--- config.mk ---
export PLATFORM = sky130hd
export DESIGN_NAME = stage_rx
export DESIGN_NICKNAME = d
export VERILOG_FILES = /design/src/rtl/stage_rx.sv
export SDC_FILE = /design/constraint.sdc
export NUM_CORES = 1
export LEC_CHECK = 0
export CORE_MARGIN = 8
export CORE_UTILIZATION = 45
export CTS_CLUSTER_SIZE = 24
export DETAILED_ROUTE_END_ITERATION = 8
export GPL_TIMING_DRIVEN = 1
export PLACE_DENSITY = 0.71
export SYNTH_ARGS = -nofsm -noshare
export SYNTH_HDL_FRONTEND = slang
export SYNTH_SLANG_ARGS = --single-unit
--- constraint.sdc ---
create_clock -name clk -period 2.79 [get_ports clk]
set_clock_uncertainty 0.15 [all_clocks]
set_input_delay 0.837 -clock clk [delete_from_list [all_inputs] [get_ports clk]]
set_output_delay 0.837 -clock clk [all_outputs]
set_load 0.02 [all_outputs]
--- src/rtl/stage_rx.sv ---
// stage_rx: DIR/ack receive handshake feeding a first-word-fall-through FIFO.
// Latency: word visible on rd_data the cycle after the accepting edge; ack_prev pulses one cycle.
// Backpressure: while full, DIR is left unacknowledged and upstream holds its word.
//
// Ports:
//   clk, reset      single rising-edge clock, synchronous active-high reset
//   DIR, data_in    upstream word offer (held until ack_prev)
//   ack_prev        registered one-cycle acknowledge to upstream
//   rd_en, rd_data  consumer pop request / head word (valid while empty=0)
//   empty, full     occupancy flags derived from count
//   count           words held, 0..DEPTH
//   underflow       sticky flag: pop requested while empty
//   checksum        modulo-2^WIDTH sum of accepted words
// Optional feature macro: STAGE_RX_CHECKSUM_EN (undefined -> checksum tied to 0).
module stage_rx #(
  parameter int DEPTH = 4,
  parameter int WIDTH = 8
) (
  input  logic                       clk,
  input  logic                       reset,
  input  logic                       DIR,
  input  logic [WIDTH-1:0]           data_in,
  output logic                       ack_prev,
  input  logic                       rd_en,
  output logic [WIDTH-1:0]           rd_data,
  output logic                       empty,
  output logic                       full,
  output logic [$clog2(DEPTH):0]     count,
  output logic                       underflow,
  output logic [WIDTH-1:0]           checksum
);

  localparam int PW = $clog2(DEPTH);
  localparam int CW = PW + 1;

  typedef enum logic [1:0] {
    IDLE      = 2'd0,
    ACK       = 2'd1,
    WAIT_DROP = 2'd2
  } state_t;

  state_t            state_q, state_d;
  logic [PW-1:0]     wr_ptr_q, wr_ptr_d;
  logic [PW-1:0]     rd_ptr_q, rd_ptr_d;
  logic [CW-1:0]     count_q, count_d;
  logic              ack_q, ack_d;
  logic              underflow_q, underflow_d;
  logic [WIDTH-1:0]  mem_q [DEPTH];
  logic [WIDTH-1:0]  mem_d [DEPTH];
  logic              wr_en;
  logic              pop;

  // Flags come from the registered count only, so a same-cycle pop never
  // opens room for a write in that cycle.
  assign empty     = (count_q == '0);
  assign full      = (count_q == CW'(DEPTH));
  assign count     = count_q;
  assign ack_prev  = ack_q;
  assign underflow = underflow_q;
  assign rd_data   = mem_q[rd_ptr_q];

  // Receive FSM: one capture per DIR assertion; WAIT_DROP blocks re-capture
  // of the held word until upstream drops DIR.
  always_comb begin
    state_d = state_q;
    ack_d   = 1'b0;
    wr_en   = 1'b0;
    case (state_q)
      IDLE: begin
        if (DIR && !full) begin
          wr_en   = 1'b1;
          ack_d   = 1'b1;
          state_d = ACK;
        end
      end
      ACK: begin
        state_d = WAIT_DROP;
      end
      WAIT_DROP: begin
        if (!DIR) state_d = IDLE;
      end
      default: state_d = IDLE;
    endcase
  end

  always_comb begin
    pop         = rd_en && !empty;
    underflow_d = underflow_q | (rd_en && empty);
    wr_ptr_d    = wr_en ? wr_ptr_q + PW'(1) : wr_ptr_q;
    rd_ptr_d    = pop   ? rd_ptr_q + PW'(1) : rd_ptr_q;
    count_d     = count_q;
    if (wr_en && !pop) count_d = count_q + CW'(1);
    else if (!wr_en && pop) count_d = count_q - CW'(1);
    mem_d = mem_q;
    if (wr_en) mem_d[wr_ptr_q] = data_in;
  end

  always_ff @(posedge clk) begin
    if (reset) begin
      state_q     <= IDLE;
      wr_ptr_q    <= '0;
      rd_ptr_q    <= '0;
      count_q     <= '0;
      ack_q       <= 1'b0;
      underflow_q <= 1'b0;
    end else begin
      state_q     <= state_d;
      wr_ptr_q    <= wr_ptr_d;
      rd_ptr_q    <= rd_ptr_d;
      count_q     <= count_d;
      ack_q       <= ack_d;
      underflow_q <= underflow_d;
    end
  end

  // Storage needs no reset: entries are only observable once written.
  always_ff @(posedge clk) begin
    mem_q <= mem_d;
  end

`ifdef STAGE_RX_CHECKSUM_EN
  logic [WIDTH-1:0] checksum_q, checksum_d;

  always_comb begin
    checksum_d = checksum_q;
    if (wr_en) checksum_d = checksum_q + data_in;
  end

  always_ff @(posedge clk) begin
    if (reset) checksum_q <= '0;
    else       checksum_q <= checksum_d;
  end

  assign checksum = checksum_q;
`else
  assign checksum = '0;
`endif

endmodule

# == Word level (Yosys, flattened, before mapping) ==
# Cells that the tools add are included.
# W data, S select, Z words.
# totals
regBits,43
in_bits,12
elab_cells,52
# op_classes
addsub,4
magnitude_cmp,3
eq_ne,5
muxes,13
bitwise_logic,3
reduce_logical,14
# op_table
op,count
$bwmux W32,1
$mux W8,3
$bmux W8 S2,1
$demux W8 S2,1
$ge A3 B3 Y1 const B,2
$logic_and A1 B1 Y1,6
$mux W3,2
$not A2 Y3,2
$pmux W2 S3,1
$add A2 B1 Y2 const B,2
$logic_not A1 Y1,4
$mux W2,2
$ne A2 B2 Y1 const B,2
$add A3 B1 Y3 const B,1
$eq A3 B3 Y1 const B,1
$logic_not A3 Y1,1
$lt A3 B1 Y1 const B,1
$sub A3 B1 Y3 const B,1
$eq A2 B1 Y1 const B,1
$eq A2 B2 Y1 const B,1
$logic_not A2 Y1,1
$mux W1,2
$reduce_and A2 Y1,1
$reduce_bool A2 Y1,1
$or A1 B1 Y1,1

# == Depth between registers and ports, before layout ==
# Gate-level depths: netlist (run 1).
# depth
word_depth,9
depth_mapped,8

# == Worst setup path after synthesis (run 1) ==
# Ideal clock, no wire load.
# synth_timing
path_kind,input to register
startpoint,input port DIR
endpoint,register count_q[2] (netlist: count[2])
setup_ps,71
arrival_ps,2419
setup_slack_ps,150
stages,7
n_path_buf,0
path_cell_list,nor4b_4 -> ha_1 -> inv_1 -> fa_1 -> xor2_1 -> or3_1 -> a21oi_1
# synth_between
elab_chain_cells,6
# synth_rtl
item,line_no,text
"start, declared",21,"input logic DIR,"
$logic_and A1 B1 Y1 (*),70,if (DIR && !full) begin
$mux W1 (*),70,
$mux W1 (*),68,case (state_q)
$logic_not A1 Y1,93,else if (!wr_en && pop) count_d = count_q - CW'(1);
$logic_and A1 B1 Y1,93,
$reduce_bool A2 Y1 (no source line),--,
"end signal, assigned",110,count_q <= count_d;
"end, declared",45,"logic [CW-1:0] count_q, count_d;"
# Mark *: on every way between the ends. The rest lies on a longest branch, timed or not.
# A chain may end at the register's enable or synchronous reset.

# == Worst setup path after layout (run 1) ==
# Ends and elaborated chain as after synthesis.

==> metrics, run 1 <==
detailed-route wire length per cell 15.2 um; Worst EP arrival between 2 and 3 ns; port bufs 26; total CTS buffers 5; largest cells by area after synthesis edfxtp_1, dfxtp_1, mux4_2; Critical Path Source Type primary input; total power draw 0.00214 W; status completed; gr usage total 0.102; fill count 320; Reg-to-Reg End count[2]; DRC errors left 0; number of flops mapped to enable cells by yosys 32; # clock sinks 43; initial antenna violation count 0; Syn Area/Cell around 17 um2; die height between 70 and 80 um; core box area 3880 um2; Leakage ~0.86 nW; post-route minimum period between 2 and 3 ns; r2r setup slk roughly 0.45 ns; Max-cap violations 0; met1 global-route usage 0.120; Slew Viols, Final 0; layout cells sized above 1 0.223; Crit Path Max Fanout 2; reg-to-reg startpoint count[0]; main combinational cell family by area after synthesis multiplexers; routed wire length approximately 3000 um; Most Used Layer, Global Route met2; Synth top area share 0.541; FMAX roughly 370 MHz; maximum VDD drop between 0.4 and 0.5 mV; top-count cell post-synth edfxtp_1; Root Buffer clkbuf_8; XOR/XNOR share of the synthesized area 0.0197; worst skew pair latency ~0.29 ns; synth unique cells 26; global route total overflow 0; R2R cell count 8; Critical Path RT around 2.9 ns; largest net degree at the start of global routing 15; Placer Congestion between 0.6 and 0.7; RSZ-0062 raised after global routing yes; Synth-to-Final Area Change 29.7%; Main synth FF type edfxtp_1; mapped cell area around 1800 um2; grt met3 use 0.0485; DR vias approximately 960; simple-gate share of the synthesized area 0.0775; vias in the first global route just over 1,000; Die Width roughly 80 um; compound-gate portion of the synthesized area 0.0204; initial core utilization 0.457; pwr/cell area 928 nW/um2; Seq/Total Area, Yosys 0.665; Tcrit/Tclk final 0.978; num ports 35; area leader, netlist edfxtp_1; Place WS -0.239 ns; TritonCTS clock tree yes; first-pass GRT wire length 4970 um; top cells by count, synth edfxtp_1, dfxtp_1, buf_4, mux4_2, nor2_1; Initial DRT Pass Iterations 2; Worst Hold Class reg2reg; Post-DP HPWL approximately 2300 um; kind of critical path in2reg; die area around 6200 um2; area occupied by multi-input gates approximately 540 um2; CTS max path bufs 2; GRT met2 Usage 0.166; Final ANT Viol Nets 0; nets between 150 and 200; Clk pin slew, worst setup/hold paths roughly 0.08 ns; Placement Rows 23; cts hold-fix bufs 0; synthesized instance count roughly 110; worst setup path end count[2]; endpoints failing hold 0; Via density approximately 4.9; yosys warns 0; fin util 0.593; min setup slack post-route 0.0627 ns; register bit total from synthesis 43; placed cell areas between 2000 and 2500 um2; # diodes 0; sequential cell area 1180 um2; Crit. Startpoint DIR; Initial DRC Count 39; Adder-Cell Fraction of Synth Area 0.0465; Setup Viol. Count Final 0; H-tree Lvls 2; post-synthesis mux area share 0.121; design area between 2000 and 2500 um2; critical path capture point type flop; async set-reset flop share out of synthesis 0
==> state kept, by name (all words and copies together), names as in the netlist <==
register / cells
wr_ptr_q: 2
underflow: 1
rd_ptr_q: 2
count: 3
mem_q: 32
state_q: 2
ack_prev: 1
==> critical path, cell delays in order <==
cell and delay [ns]:
clkdlybuf4s50_1 0.48, nor4b_4 0.22, ha_2 0.22, inv_1 0.05, fa_1 0.37, xor2_1 0.18
or3_1 0.32, a21oi_2 0.13
==> power by group <==
part           internal [W]  switching (W)  total, W
Combinational      0.000374       0.000350  0.000723
Sequential         0.000778      0.0000728  0.000851
Clock              0.000357       0.000205  0.000562
==> logic make-up after synthesis <==
| kind of cell | after synthesis |
|---|---|
| multiplexers | 11 |
| buffers and inverters | 14 |
| adder cells (fa/ha/maj) | 6 |
| XOR/XNOR | 4 |
| AO/OA/AOI/OAI | 6 |
| flip-flops | 43 |
| other | 1 |
| AND/OR/NAND/NOR | 21 |
==> worst min path at each step <==
stage,endpoint,startpoint,depth (start not counted),slack [ns]
after global routing,underflow,underflow,2,0.36
after floorplan,wr_ptr_q[1],wr_ptr_q[1],2,0.33
after CTS,underflow,underflow,2,0.33
final,underflow,underflow,2,0.32
after detailed placement,underflow,underflow,2,0.31
after global placement,underflow,underflow,2,0.30
==> stage by stage <==
step                      hold WS, ns  cells  setup TNS (ns)
after global placement          0.302    189          -0.171
final                           0.322    198               0
after floorplan                 0.331    113               0
after detailed placement        0.307    189          -0.239
after CTS                       0.328    197               0
after global routing            0.359    198        -0.00739
==> timing repair <==
action / 4_1_cts / 5_1_grt
gates cloned: 0 / 0
resized for setup: 8 / 3
setup endpoints to repair: 8 / 2
hold endpoints to repair: 0 / 0
setup buffers: 0 / 1
==> routing by layer <==
metal | vias to the layer above | wire [um] | part of all wire
met3 | 6 | 222 | 0.074
met4 | 0 | 32 | 0.011
met1 | 472 | 1250 | 0.41
met2 | 25 | 1510 | 0.50
met5 | - | 0 | 0
li1 | 459 | - | -
==> cells in the final DEF (no fill, tap or decap), drive strengths merged, types with 2 or more instances in the layout <==
cell            n
a21oi           3
and2            4
buf            12
bufinv          2
clkbuf          5
clkdlybuf4s50  17
conb            8
dfxtp          11
dlygate4sd2     8
edfxtp         32
ha              5
inv             3
mux2i           2
mux4            8
nand2b          3
nor2            7
nor2b           2
xor2            4
==> layout make-up <==
type,count,share of cell area
clock buffers,5,0.0299
clock inverters,3,0.0293
inverters,3,0.00489
multi-input cells,56,0.236
flip-flops and latches,43,0.513
well taps,50,0.0272
repair buffers,38,0.160
Power figures use the tool's default switching activity.
==> inputs of run 2 (changes only) <==
--- a/config.mk
+++ b/config.mk
@@ -9,6 +9,7 @@
 export CORE_UTILIZATION = 45
 export CTS_CLUSTER_SIZE = 24
 export DETAILED_ROUTE_END_ITERATION = 8
+export GPL_ROUTABILITY_DRIVEN = 1
 export GPL_TIMING_DRIVEN = 1
 export PLACE_DENSITY = 0.71
 export SYNTH_ARGS = -nofsm -noshare
==> results of run 2 <==
The final DEF is identical to that of run 1; final timing and power are the same.
==> inputs of run 3 (changes only) <==
--- a/config.mk
+++ b/config.mk
@@ -7,11 +7,12 @@
 export LEC_CHECK = 0
 export CORE_MARGIN = 8
 export CORE_UTILIZATION = 45
-export CTS_CLUSTER_SIZE = 24
+export CTS_CLUSTER_SIZE = 14
 export DETAILED_ROUTE_END_ITERATION = 8
 export GPL_ROUTABILITY_DRIVEN = 1
 export GPL_TIMING_DRIVEN = 1
 export PLACE_DENSITY = 0.71
+export SKIP_LAST_GASP = 1
 export SYNTH_ARGS = -nofsm -noshare
 export SYNTH_HDL_FRONTEND = slang
 export SYNTH_SLANG_ARGS = --single-unit
==> metrics, run 3 (same netlist as run 1, synthesis figures left out) <==
status completed (unchanged); Synth-to-Final Area Change 29.7% (unchanged); initial core utilization 0.457 (unchanged); H-tree Lvls 2 (unchanged); Crit Path Max Fanout 2 (unchanged); GRT met2 Usage 0.166 (unchanged); worst-path cell chain clkdlybuf4s50_1 -> nor4b_4 -> ha_2 -> inv_1 -> fa_1 -> xor2_1 -> or3_1 -> a21oi_2 (unchanged); critical path capture point type flop (unchanged); port bufs 26 (unchanged); first-pass GRT wire length 4970 um (unchanged); Initial DRC Count 39 (unchanged); kind of critical path in2reg (unchanged); Hold Slack 0.322 ns (unchanged); max reg flops 32 (unchanged); Crit. Startpoint DIR (unchanged); Max-cap violations 0 (unchanged); vias in the first global route 1,013 (unchanged); Root Buffer clkbuf_8 (unchanged); WHS Path Cells 2 (unchanged); Placement Rows 23 (unchanged); grt met3 use 0.0485 (unchanged); Slew Viols, Final 0 (unchanged); Final ANT Viol Nets 0 (unchanged); core box area 3880 um2 (unchanged); largest net degree at the start of global routing 15 (unchanged); FMAX 367 MHz (unchanged); Worst EP arrival 2.80 ns (about the same); Initial DRT Pass Iterations 2 (unchanged); cts hold-fix bufs 0 (unchanged); maximum VDD drop 0.499 mV (unchanged); num ports 35 (unchanged); Critical Path Source Type primary input (unchanged); # clock sinks 43 (unchanged); Top reg by flops mem_q (unchanged); die area 6210 um2 (unchanged); Placer Congestion 0.699 (unchanged); commonest non-fill, non-tap cells in the layout edfxtp_1, clkdlybuf4s50_1, dfxtp_1 (unchanged); R2R cell count 8 (unchanged); sequential cell area 1180 um2 (unchanged); TritonCTS clock tree yes (unchanged); initial antenna violation count 0 (unchanged); DRC errors left 0 (unchanged); Endpoint, Worst Hold underflow (unchanged); RSZ-0062 raised after global routing yes (unchanged); HP Start underflow (unchanged); Setup Viol. Count Final 0 (unchanged); total CTS buffers 5 (unchanged); # diodes 0 (unchanged); layout cells sized above 1 0.223 (unchanged); Buf/Inv on CP 2 (unchanged); commonest non-fill, non-tap cell in the layout edfxtp_1 (unchanged); Clk pin slew, worst setup/hold paths 0.08 ns (about the same); Tcrit/Tclk final 0.978 (unchanged); Leakage 0.860 nW (unchanged); Largest stage delay, worst path 0.48 ns (about the same); post-route minimum period 2.73 ns (unchanged); family with the most delay on the worst path adder cells (unchanged); Crit-path slowest cell clkdlybuf4s50_1 (unchanged); Post-DP HPWL 2270 um (unchanged); reg-to-reg startpoint count[0] (unchanged); area occupied by multi-input gates 543 um2 (unchanged); endpoints failing hold 0 (unchanged); global route total overflow 0 (unchanged); placed insts 189 (unchanged); nets 165 (unchanged); total power draw 0.00214 W (unchanged); die height 78.8 um (unchanged); r2r setup slk 0.45 ns (about the same); Die Width 78.8 um (unchanged); CTS max path bufs 2 (unchanged); Reg-to-Reg End count[2] (unchanged); Cell Count, Final, Fillers Out 198 (unchanged); DR vias 962 (unchanged); pwr/cell area 928 nW/um2 (unchanged); detailed-route wire length per cell 15.2 um (unchanged); Most Used Layer, Global Route met2 (unchanged); routed wire length 3020 um (unchanged); met1 global-route usage 0.120 (unchanged); fill count 320 (unchanged); Critical Path RT 2.87 ns (about the same); Via density 4.86 (unchanged); Worst Hold Class reg2reg (unchanged); gr usage total 0.102 (unchanged); worst skew pair latency 0.29 ns (about the same)
-- run 3: cell counts in the layout (fill, tap and decap cells not counted) --
Identical to the previous run, type by type.
-- run 3: per-layer routing --
| metal | vias up | share of wire |
|---|---|---|
| met5 | - | 0 |
| li1 | 459 | - |
| met1 | 472 | 0.41 |
| met2 | 25 | 0.50 |
| met4 | 0 | 0.011 |
| met3 | 6 | 0.074 |
-- run 3: through the flow --
step                area [um2]  setup WS, ns   TNS, ns   util
finish                    2300        0.0627         0  0.593
global route              2300      -0.00739  -0.00739  0.593
floorplan                 1800         0.150         0      -
global placement          2160        -0.171    -0.171  0.556
CTS                       2290        0.0594         0  0.588
detailed placement        2160        -0.239    -0.239  0.556
-- run 3: report_power, final --
part | internal, W | switching, W | total, W
registers | 0.000778 | 0.0000728 | 0.000851
logic | 0.000374 | 0.000350 | 0.000723
clock network | 0.000357 | 0.000205 | 0.000562
total | 0.00151 | 0.000628 | 0.00214
-- run 3: layout make-up --
type,count,area share
well taps,50,0.0272
clock buffers,5,0.0299
clock inverters,3,0.0293
multi-input cells,56,0.236
flip-flops and latches,43,0.513
inverters,3,0.00489
repair buffers,38,0.160
-- run 3: worst max path at each step --
stage            endpoint  cells after the start  slack, ns
6_report         count[2]                      8       0.06
3_5_place_dp     count[2]                      8      -0.24
4_1_cts        rd_data[6]                      3       0.06
3_3_place_gp     count[2]                      8      -0.17
5_1_grt          count[2]                      8     -0.007
2_1_floorplan    count[2]                      7       0.15
-- run 3: repair_timing --
item                                    in CTS  in global routing
buffers inserted                             0                  1
endpoints found under the setup margin       8                  2
resized for setup                            8                  3
-- run 3: tightest hold or removal path: stages (launching register included) --
cell     delay, ns
dfxtp_1       0.33
a21oi_1       0.04
nor2_1        0.07
